$ cat src/rtl/ask_symbol_slicer_if.sv
// ask_symbol_slicer_if
// Bundles the sample-rate input stream, the slicer controls and the symbol /
// error-monitor outputs of ask_symbol_slicer.
//
// Handshake: there is no backpressure. sam_clk_en qualifies one sample of
// y_in per assertion and sym_clk_en marks the first sample of a symbol. On the
// output side sym_valid and acc_done are single-cycle strobes. sym_out and
// err_acc hold their value between strobes and must be consumed on the strobe
// cycle.
interface ask_symbol_slicer_if #(
    parameter int SPS      = 4,
    parameter int ACC_LOG2 = 6
);
    localparam int PW = (SPS > 1) ? $clog2(SPS) : 1;

    logic                     sam_clk_en;
    logic                     sym_clk_en;
    logic signed [17:0]       y_in;
    logic        [PW-1:0]     phase_sel;
    logic signed [17:0]       ref_level;
    logic        [1:0]        sym_out;
    logic                     sym_valid;
    logic [17+ACC_LOG2:0]     err_acc;
    logic                     acc_done;

    // Upstream side: the filter chain and the control registers.
    modport master (
        output sam_clk_en, sym_clk_en, y_in, phase_sel, ref_level,
        input  sym_out, sym_valid, err_acc, acc_done
    );

    // The slicer itself.
    modport slave (
        input  sam_clk_en, sym_clk_en, y_in, phase_sel, ref_level,
        output sym_out, sym_valid, err_acc, acc_done
    );
endinterface

$ cat src/rtl/ask_symbol_slicer.sv
// ask_symbol_slicer
// Keeps one sample per symbol at a programmable phase of the matched-filter
// output and slices it into a Gray-coded 4-ASK symbol:
//   00 = -3a, 01 = -a, 11 = +a, 10 = +3a   (ref_level = 2a)
// Pipeline: capture at E0, decision and sym_valid at E0+1, error block
// result and acc_done at E0+2.
// Optional feature macro: SLICER_ERR_ACC_EN builds the decision-error
// magnitude accumulator (err_acc / acc_done). Without it both outputs are 0.
module ask_symbol_slicer #(
    parameter int SPS      = 4,
    parameter int ACC_LOG2 = 6
) (
    input  logic               i_sys_clk,
    input  logic               i_reset_n,
    ask_symbol_slicer_if.slave io_bus
);
    localparam int CW = (SPS > 1) ? $clog2(SPS) : 1;

    // Sample position tracking and capture.
    logic        [CW-1:0] r_samp_cnt;
    logic        [CW-1:0] w_idx;
    logic                 w_hit;
    logic signed [17:0]   r_y_s;
    logic signed [17:0]   r_ref;
    logic                 r_cap;

    // Decision stage.
    logic signed [19:0]   w_y20;
    logic signed [19:0]   w_ref20;
    logic signed [19:0]   w_half20;
    logic signed [19:0]   w_three20;
    logic        [1:0]    w_sym;
    logic        [1:0]    r_sym_out;
    logic                 r_sym_valid;

    // An asserted sym_clk_en forces index 0 so an early symbol boundary
    // realigns the counter on that very sample.
    assign w_idx = io_bus.sym_clk_en ? '0 : r_samp_cnt;
    assign w_hit = io_bus.sam_clk_en && (w_idx == io_bus.phase_sel);

    // Sample counter: advances only on sample enables, wraps at SPS.
    always_ff @(posedge i_sys_clk or negedge i_reset_n) begin
        if (!i_reset_n) begin
            r_samp_cnt <= '0;
        end else if (io_bus.sam_clk_en) begin
            r_samp_cnt <= w_idx + CW'(1);
        end
    end

    // Capture the chosen sample together with the threshold that applies to
    // it, so a threshold change mid-symbol only affects the next capture.
    always_ff @(posedge i_sys_clk or negedge i_reset_n) begin
        if (!i_reset_n) begin
            r_y_s <= '0;
            r_ref <= '0;
            r_cap <= 1'b0;
        end else begin
            r_cap <= w_hit;
            if (w_hit) begin
                r_y_s <= io_bus.y_in;
                r_ref <= io_bus.ref_level;
            end
        end
    end

    // 20-bit working copies leave headroom for -ref and 3*ref/2.
    assign w_y20     = {{2{r_y_s[17]}}, r_y_s};
    assign w_ref20   = {{2{r_ref[17]}}, r_ref};
    assign w_half20  = w_ref20 >>> 1;
    assign w_three20 = w_ref20 + w_half20;

    // Region decision; a sample exactly on a threshold belongs to the upper region.
    always_comb begin
        w_sym = 2'b00;
        if (w_y20 >= w_ref20) begin
            w_sym = 2'b10;
        end else if (w_y20 >= 20'sd0) begin
            w_sym = 2'b11;
        end else if (w_y20 >= -w_ref20) begin
            w_sym = 2'b01;
        end
    end

    // Register the symbol and its one-cycle valid strobe.
    always_ff @(posedge i_sys_clk or negedge i_reset_n) begin
        if (!i_reset_n) begin
            r_sym_out   <= 2'b00;
            r_sym_valid <= 1'b0;
        end else begin
            r_sym_valid <= r_cap;
            if (r_cap) begin
                r_sym_out <= w_sym;
            end
        end
    end

    assign io_bus.sym_out   = r_sym_out;
    assign io_bus.sym_valid = r_sym_valid;

`ifdef SLICER_ERR_ACC_EN
    localparam int AW = 18 + ACC_LOG2;

    logic signed [19:0]     w_level;
    logic signed [19:0]     w_err;
    logic        [19:0]     w_abs;
    logic        [17:0]     w_abs_sat;
    logic        [17:0]     r_abs_err;
    logic                   r_err_vld;
    logic        [AW-1:0]   w_sum;
    logic        [AW-1:0]   r_acc;
    logic        [ACC_LOG2-1:0] r_blk_cnt;
    logic        [AW-1:0]   r_err_acc;
    logic                   r_acc_done;

    // Ideal constellation point for the decided region.
    always_comb begin
        w_level = -w_three20;
        case (w_sym)
            2'b10:   w_level = w_three20;
            2'b11:   w_level = w_half20;
            2'b01:   w_level = -w_half20;
            default: w_level = -w_three20;
        endcase
    end

    // Error magnitude, clipped to the 18-bit unsigned range.
    assign w_err     = w_y20 - w_level;
    assign w_abs     = w_err[19] ? unsigned'(-w_err) : unsigned'(w_err);
    assign w_abs_sat = (w_abs > 20'd262143) ? 18'h3FFFF : w_abs[17:0];

    // Hold the error magnitude alongside the decision strobe.
    always_ff @(posedge i_sys_clk or negedge i_reset_n) begin
        if (!i_reset_n) begin
            r_abs_err <= '0;
            r_err_vld <= 1'b0;
        end else begin
            r_err_vld <= r_cap;
            if (r_cap) begin
                r_abs_err <= w_abs_sat;
            end
        end
    end

    // 2^ACC_LOG2 terms of at most 2^18-1 each cannot overflow AW bits.
    assign w_sum = r_acc + AW'(r_abs_err);

    // Block accumulation: on the last symbol publish the total and restart.
    always_ff @(posedge i_sys_clk or negedge i_reset_n) begin
        if (!i_reset_n) begin
            r_acc      <= '0;
            r_blk_cnt  <= '0;
            r_err_acc  <= '0;
            r_acc_done <= 1'b0;
        end else begin
            r_acc_done <= 1'b0;
            if (r_err_vld) begin
                r_blk_cnt <= r_blk_cnt + ACC_LOG2'(1);
                if (r_blk_cnt == '1) begin
                    r_err_acc  <= w_sum;
                    r_acc      <= '0;
                    r_acc_done <= 1'b1;
                end else begin
                    r_acc <= w_sum;
                end
            end
        end
    end

    assign io_bus.err_acc  = r_err_acc;
    assign io_bus.acc_done = r_acc_done;
`else
    assign io_bus.err_acc  = '0;
    assign io_bus.acc_done = 1'b0;
`endif

endmodule

$ cat src/flat_wrapper.sv
// flat-port wrapper written by rule: the top's interface ports become plain ports
module ask_symbol_slicer_flat 
#(
    parameter int SPS      = 4,
    parameter int ACC_LOG2 = 6
)
  (i_sys_clk, i_reset_n, io_bus_sam_clk_en, io_bus_sym_clk_en, io_bus_y_in, io_bus_phase_sel, io_bus_ref_level, io_bus_sym_out, io_bus_sym_valid, io_bus_err_acc, io_bus_acc_done);
  ask_symbol_slicer_if #(.SPS(SPS), .ACC_LOG2(ACC_LOG2)) io_bus_i ();
  input  logic i_sys_clk;
  input  logic i_reset_n;
  input wire logic [$bits(io_bus_i.sam_clk_en)-1:0] io_bus_sam_clk_en;
  input wire logic [$bits(io_bus_i.sym_clk_en)-1:0] io_bus_sym_clk_en;
  input wire logic [$bits(io_bus_i.y_in)-1:0] io_bus_y_in;
  input wire logic [$bits(io_bus_i.phase_sel)-1:0] io_bus_phase_sel;
  input wire logic [$bits(io_bus_i.ref_level)-1:0] io_bus_ref_level;
  output wire logic [$bits(io_bus_i.sym_out)-1:0] io_bus_sym_out;
  output wire logic [$bits(io_bus_i.sym_valid)-1:0] io_bus_sym_valid;
  output wire logic [$bits(io_bus_i.err_acc)-1:0] io_bus_err_acc;
  output wire logic [$bits(io_bus_i.acc_done)-1:0] io_bus_acc_done;
  assign io_bus_i.sam_clk_en = io_bus_sam_clk_en;
  assign io_bus_i.sym_clk_en = io_bus_sym_clk_en;
  assign io_bus_i.y_in = io_bus_y_in;
  assign io_bus_i.phase_sel = io_bus_phase_sel;
  assign io_bus_i.ref_level = io_bus_ref_level;
  assign io_bus_sym_out = io_bus_i.sym_out;
  assign io_bus_sym_valid = io_bus_i.sym_valid;
  assign io_bus_err_acc = io_bus_i.err_acc;
  assign io_bus_acc_done = io_bus_i.acc_done;
  ask_symbol_slicer #(.SPS(SPS), .ACC_LOG2(ACC_LOG2)) u_core (.i_sys_clk(i_sys_clk), .i_reset_n(i_reset_n), .io_bus(io_bus_i));
endmodule
$ cat config.mk
export PLATFORM = sky130hd
export DESIGN_NAME = ask_symbol_slicer_flat
export DESIGN_NICKNAME = d
export VERILOG_FILES = /design/src/rtl/ask_symbol_slicer_if.sv /design/src/rtl/ask_symbol_slicer.sv /design/src/flat_wrapper.sv
export SDC_FILE = /design/constraint.sdc
export NUM_CORES = 1
export LEC_CHECK = 0
export CORE_MARGIN = 8
export CORE_UTILIZATION = 50
export DETAILED_ROUTE_END_ITERATION = 16
export GPL_ROUTABILITY_DRIVEN = 0
export PLACE_DENSITY = 0.87
export SLEW_MARGIN = 20
export SYNTH_ARGS = -nofsm -noshare
export SYNTH_HDL_FRONTEND = slang
export SYNTH_SLANG_ARGS = --single-unit
$ cat constraint.sdc
create_clock -name i_sys_clk -period 3 [get_ports i_sys_clk]
set_input_delay 0.6 -clock i_sys_clk [delete_from_list [all_inputs] [get_ports i_sys_clk]]
set_output_delay 0.6 -clock i_sys_clk [all_outputs]
set_load 0.01 [all_outputs]
==> results.toml <==
[floorplanning]
io_pins = 70
placeableCoreArea_um2 = 5920
rows = 28
die_h_um = 94.1
start_util = 0.515
die_area_um2 = 8850
die_x_um = 94.1

[clocking]
clock_sink_count = 42
cts_tree = "built"
clk_latency_ns = 0.30
clkSlewWorstSetupHoldPaths_ns = 0.08
clock-root-buffer = "clkbuf_8"
ctsLongestPathBuffers = 2
numCtsBuffers = 5
cts_hold_buf = 0
htreeDepth = 2

[power_and_ir_drop]
combinationalPowerShare = 0.493
leakagePower_nw = 1.70
p_clk_frac = 0.170
p_per_area_nw_per_um2 = 735
vdd_drop_max_v = 0.000377
p_int_mw = 1.64
power.switching_mw = 1.04
finalPower_mw = 2.68
switching_share = 0.387
seq_power_share = 0.337

[yosys]
syn_area_per_cell_um2 = 9.80
synth_edf_count = 0
yosys.area.top_type = "dfrtp_1"
yosysSeqAreaShare = 0.345
synth_common_cells = "dfrtp_1, ha_1, buf_4, o21ai_0, nand3_1"
synth_seq_cells = 42
synth_most_common_cell = "dfrtp_1"
ys_types = 45
async_flop_share = 1.00
synth-main-ff-cell = "dfrtp_1"
ys_warn_count = 0
synth_top_area_frac = 0.345
syn_area_um2 = 3050
synth_area_leaders = "dfrtp_1, ha_1, buf_4"
syn_inst = 311

[cells_and_area]
fillers = 468
area_delta_synth_final_pct = 19.7
antennaDiodeCount = 0
drive_above_1_share = 0.141
nets = 442

[timing]
fmax_ghz = 0.335
hold_viol = 0
maxSlewViolCount = 0
maxSlewHeadroom = 0.375
setup-violations-final = 0
rsz0062_at_grt = "yes"
finalClockSkew_ns = 0.00636
tightest_slew_ns = 0.937
fin_hold_ws_ns = 0.430
fin_crit_sh = 0.996
fin_crit_ns = 2.99

[critical_path]
r2r-end = "u_core.io_bus.sym_out[0]$_DFFE_PN0P_"
crit_fanout = 4
arrival_ns = 3.17
r2r_setup_slack_ns = 0.01
worstSetupEndpointType = "flop"
crit_path_start_kind = "flop"
required_ns = 3.18
worstRegToRegCells = 13
r2r-start = "u_core.r_ref[6]$_DFFE_PN0P_"
path_class = "reg -> reg"

[global_route]
grt_pass1_vias = 2460
grt_use_total = 0.159
grt_pass1_wl_mm = 11.3
grt_max_degree = 43
grt_overflow_total = 0
antenna_found_initial = 0

[placed_design]
port_buffers = 44
post-dp-hpwl_mm = 5.35

[detailed_routing]
vias = 2437
drtAntennaViolNets = 0
drt_iter0_markers = 144
viasPerCell = 5.58
drt-total-wl_mm = 7.24
remaining_drc_errors = 0
wl_per_cell_um = 16.6
firstDrtPassIters = 4

[flow_run]
maxCapViolations = 0

[hold_path]
hold_path.class = "in -> async"

[run_status]
status = "finished clean"
[worst max-delay path, stage by stage, from the launching register on]
cell and delay (ns):
dfrtp_2 0.44, inv_2 0.08, nand4_1 0.15, or3_4 0.47
nor3_4 0.24, nand3_1 0.12, xnor2_1 0.15, ha_1 0.31
and4_1 0.23, and4_4 0.24, o21ai_2 0.07, o2111ai_2 0.09
mux2i_1 0.21, a21oi_1 0.06
[layout by cell type, fill, tap and decap left out, types with 2 or more instances in the layout]
| cell type | Yosys | layout |
|---|---|---|
| nand4_1 | 5 | 5 |
| nand3_1 | 25 | 25 |
| and4_1 | 8 | 7 |
| mux2_2 | 7 | 7 |
| nor2b_1 | 2 | 2 |
| buf_4 | 26 | 8 |
| mux2_4 | 10 | 10 |
| nor3_4 | 0 | 2 |
| nand3b_1 | 2 | 2 |
| nand2_1 | 15 | 14 |
| clkdlybuf4s50_1 | 0 | 43 |
| inv_1 | 23 | 20 |
| ha_1 | 38 | 38 |
| nor3_1 | 3 | 3 |
| nor4_1 | 4 | 3 |
| a21oi_1 | 14 | 13 |
| conb_1 | 1 | 25 |
| nor2_1 | 11 | 11 |
| clkbuf_8 | 0 | 6 |
| dfrtp_1 | 42 | 41 |
| xnor2_1 | 15 | 15 |
| o21ai_0 | 26 | 24 |
| a21o_1 | 3 | 3 |
| mux2i_1 | 2 | 2 |
| inv_2 | 1 | 4 |
| o21a_1 | 2 | 2 |
[kinds of logic (layout without fill, tap and decap cells)]
logic type / Yosys count / in the layout / share of synthesized area
AND/OR/NAND/NOR: 83 / 83 / 0.153
AO/OA/AOI/OAI: 56 / 56 / 0.113
buffers and inverters: 56 / 83 / 0.105
flip-flops: 42 / 42 / 0.345
adder cells (fa/ha/maj): 38 / 38 / 0.156
multiplexers: 19 / 19 / 0.0817
XOR/XNOR: 16 / 16 / 0.0460
other: 1 / 25 / 0.00123
[metrics by stage]
step	setup WS [ns]	TNS [ns]	utilization	cells	instance area, µm²
after floorplan	0.386	0	-	335	3140
after global placement	0.224	0	0.583	424	3450
after detailed placement	0.0594	0	0.583	424	3450
after CTS	0.0351	0	0.602	431	3570
after global routing	-0.135	-0.135	0.617	437	3650
final	0.0128	0	0.617	437	3650
[area by class of cell]
class,count,area [µm²],share of cell area
clock buffers,6,82.6,0.0226
clock inverters,1,30.0,0.00822
inverters,24,90.1,0.0247
multi-input cells,237,1810,0.495
flip-flops and latches,42,1050,0.288
well taps,75,93.8,0.0257
repair buffers,52,495,0.136
[state kept, by name (all words and copies together), names as in the netlist]
name,flops
u_core.r_samp_cnt,2
u_core.r_cap,1
u_core.r_y_s,18
u_core.io_bus.sym_out,2
u_core.io_bus.sym_valid,1
u_core.r_ref,18
[what timing repair did]
action | in CTS | in global routing
setup buffers | 0 | 6
gates resized for setup | 0 | 14
setup endpoints to repair | 0 | 1
[layer usage]
layer / global-route usage / vias to the layer above / share of wire
li1: - / 1163 / -
met1: 0.189 / 1187 / 0.41
met2: 0.273 / 78 / 0.51
met3: 0.0376 / 9 / 0.069
met4: 0.0542 / 0 / 0.011
met5: 0 / - / 0
[worst max-delay path by stage]
stage / start / cells after the start / end / slack [ns]
floorplan: u_core.r_ref[7]$_DFFE_PN0P_ / 13 / u_core.io_bus.sym_out[0]$_DFFE_PN0P_ / 0.39
global route: u_core.r_ref[6]$_DFFE_PN0P_ / 13 / u_core.io_bus.sym_out[0]$_DFFE_PN0P_ / -0.13
global placement: u_core.r_ref[7]$_DFFE_PN0P_ / 12 / u_core.io_bus.sym_out[0]$_DFFE_PN0P_ / 0.22
finish: u_core.r_ref[6]$_DFFE_PN0P_ / 13 / u_core.io_bus.sym_out[0]$_DFFE_PN0P_ / 0.01
detailed placement: u_core.r_ref[7]$_DFFE_PN0P_ / 13 / u_core.io_bus.sym_out[0]$_DFFE_PN0P_ / 0.06
CTS: u_core.r_ref[7]$_DFFE_PN0P_ / 13 / u_core.io_bus.sym_out[0]$_DFFE_PN0P_ / 0.04
[power by group through the flow]
stage / combinational [mW] / clock [mW] / sequential, mW
after floorplan: 0.907 / 0 / 0.859
after global placement: 1.15 / 0 / 0.895
after detailed placement: 1.21 / 0 / 0.899
after CTS: 1.22 / 0.463 / 0.892
after global routing: 1.48 / 0.485 / 0.927
final: 1.32 / 0.456 / 0.904
No activity file was read; power rests on OpenSTA's default activity.
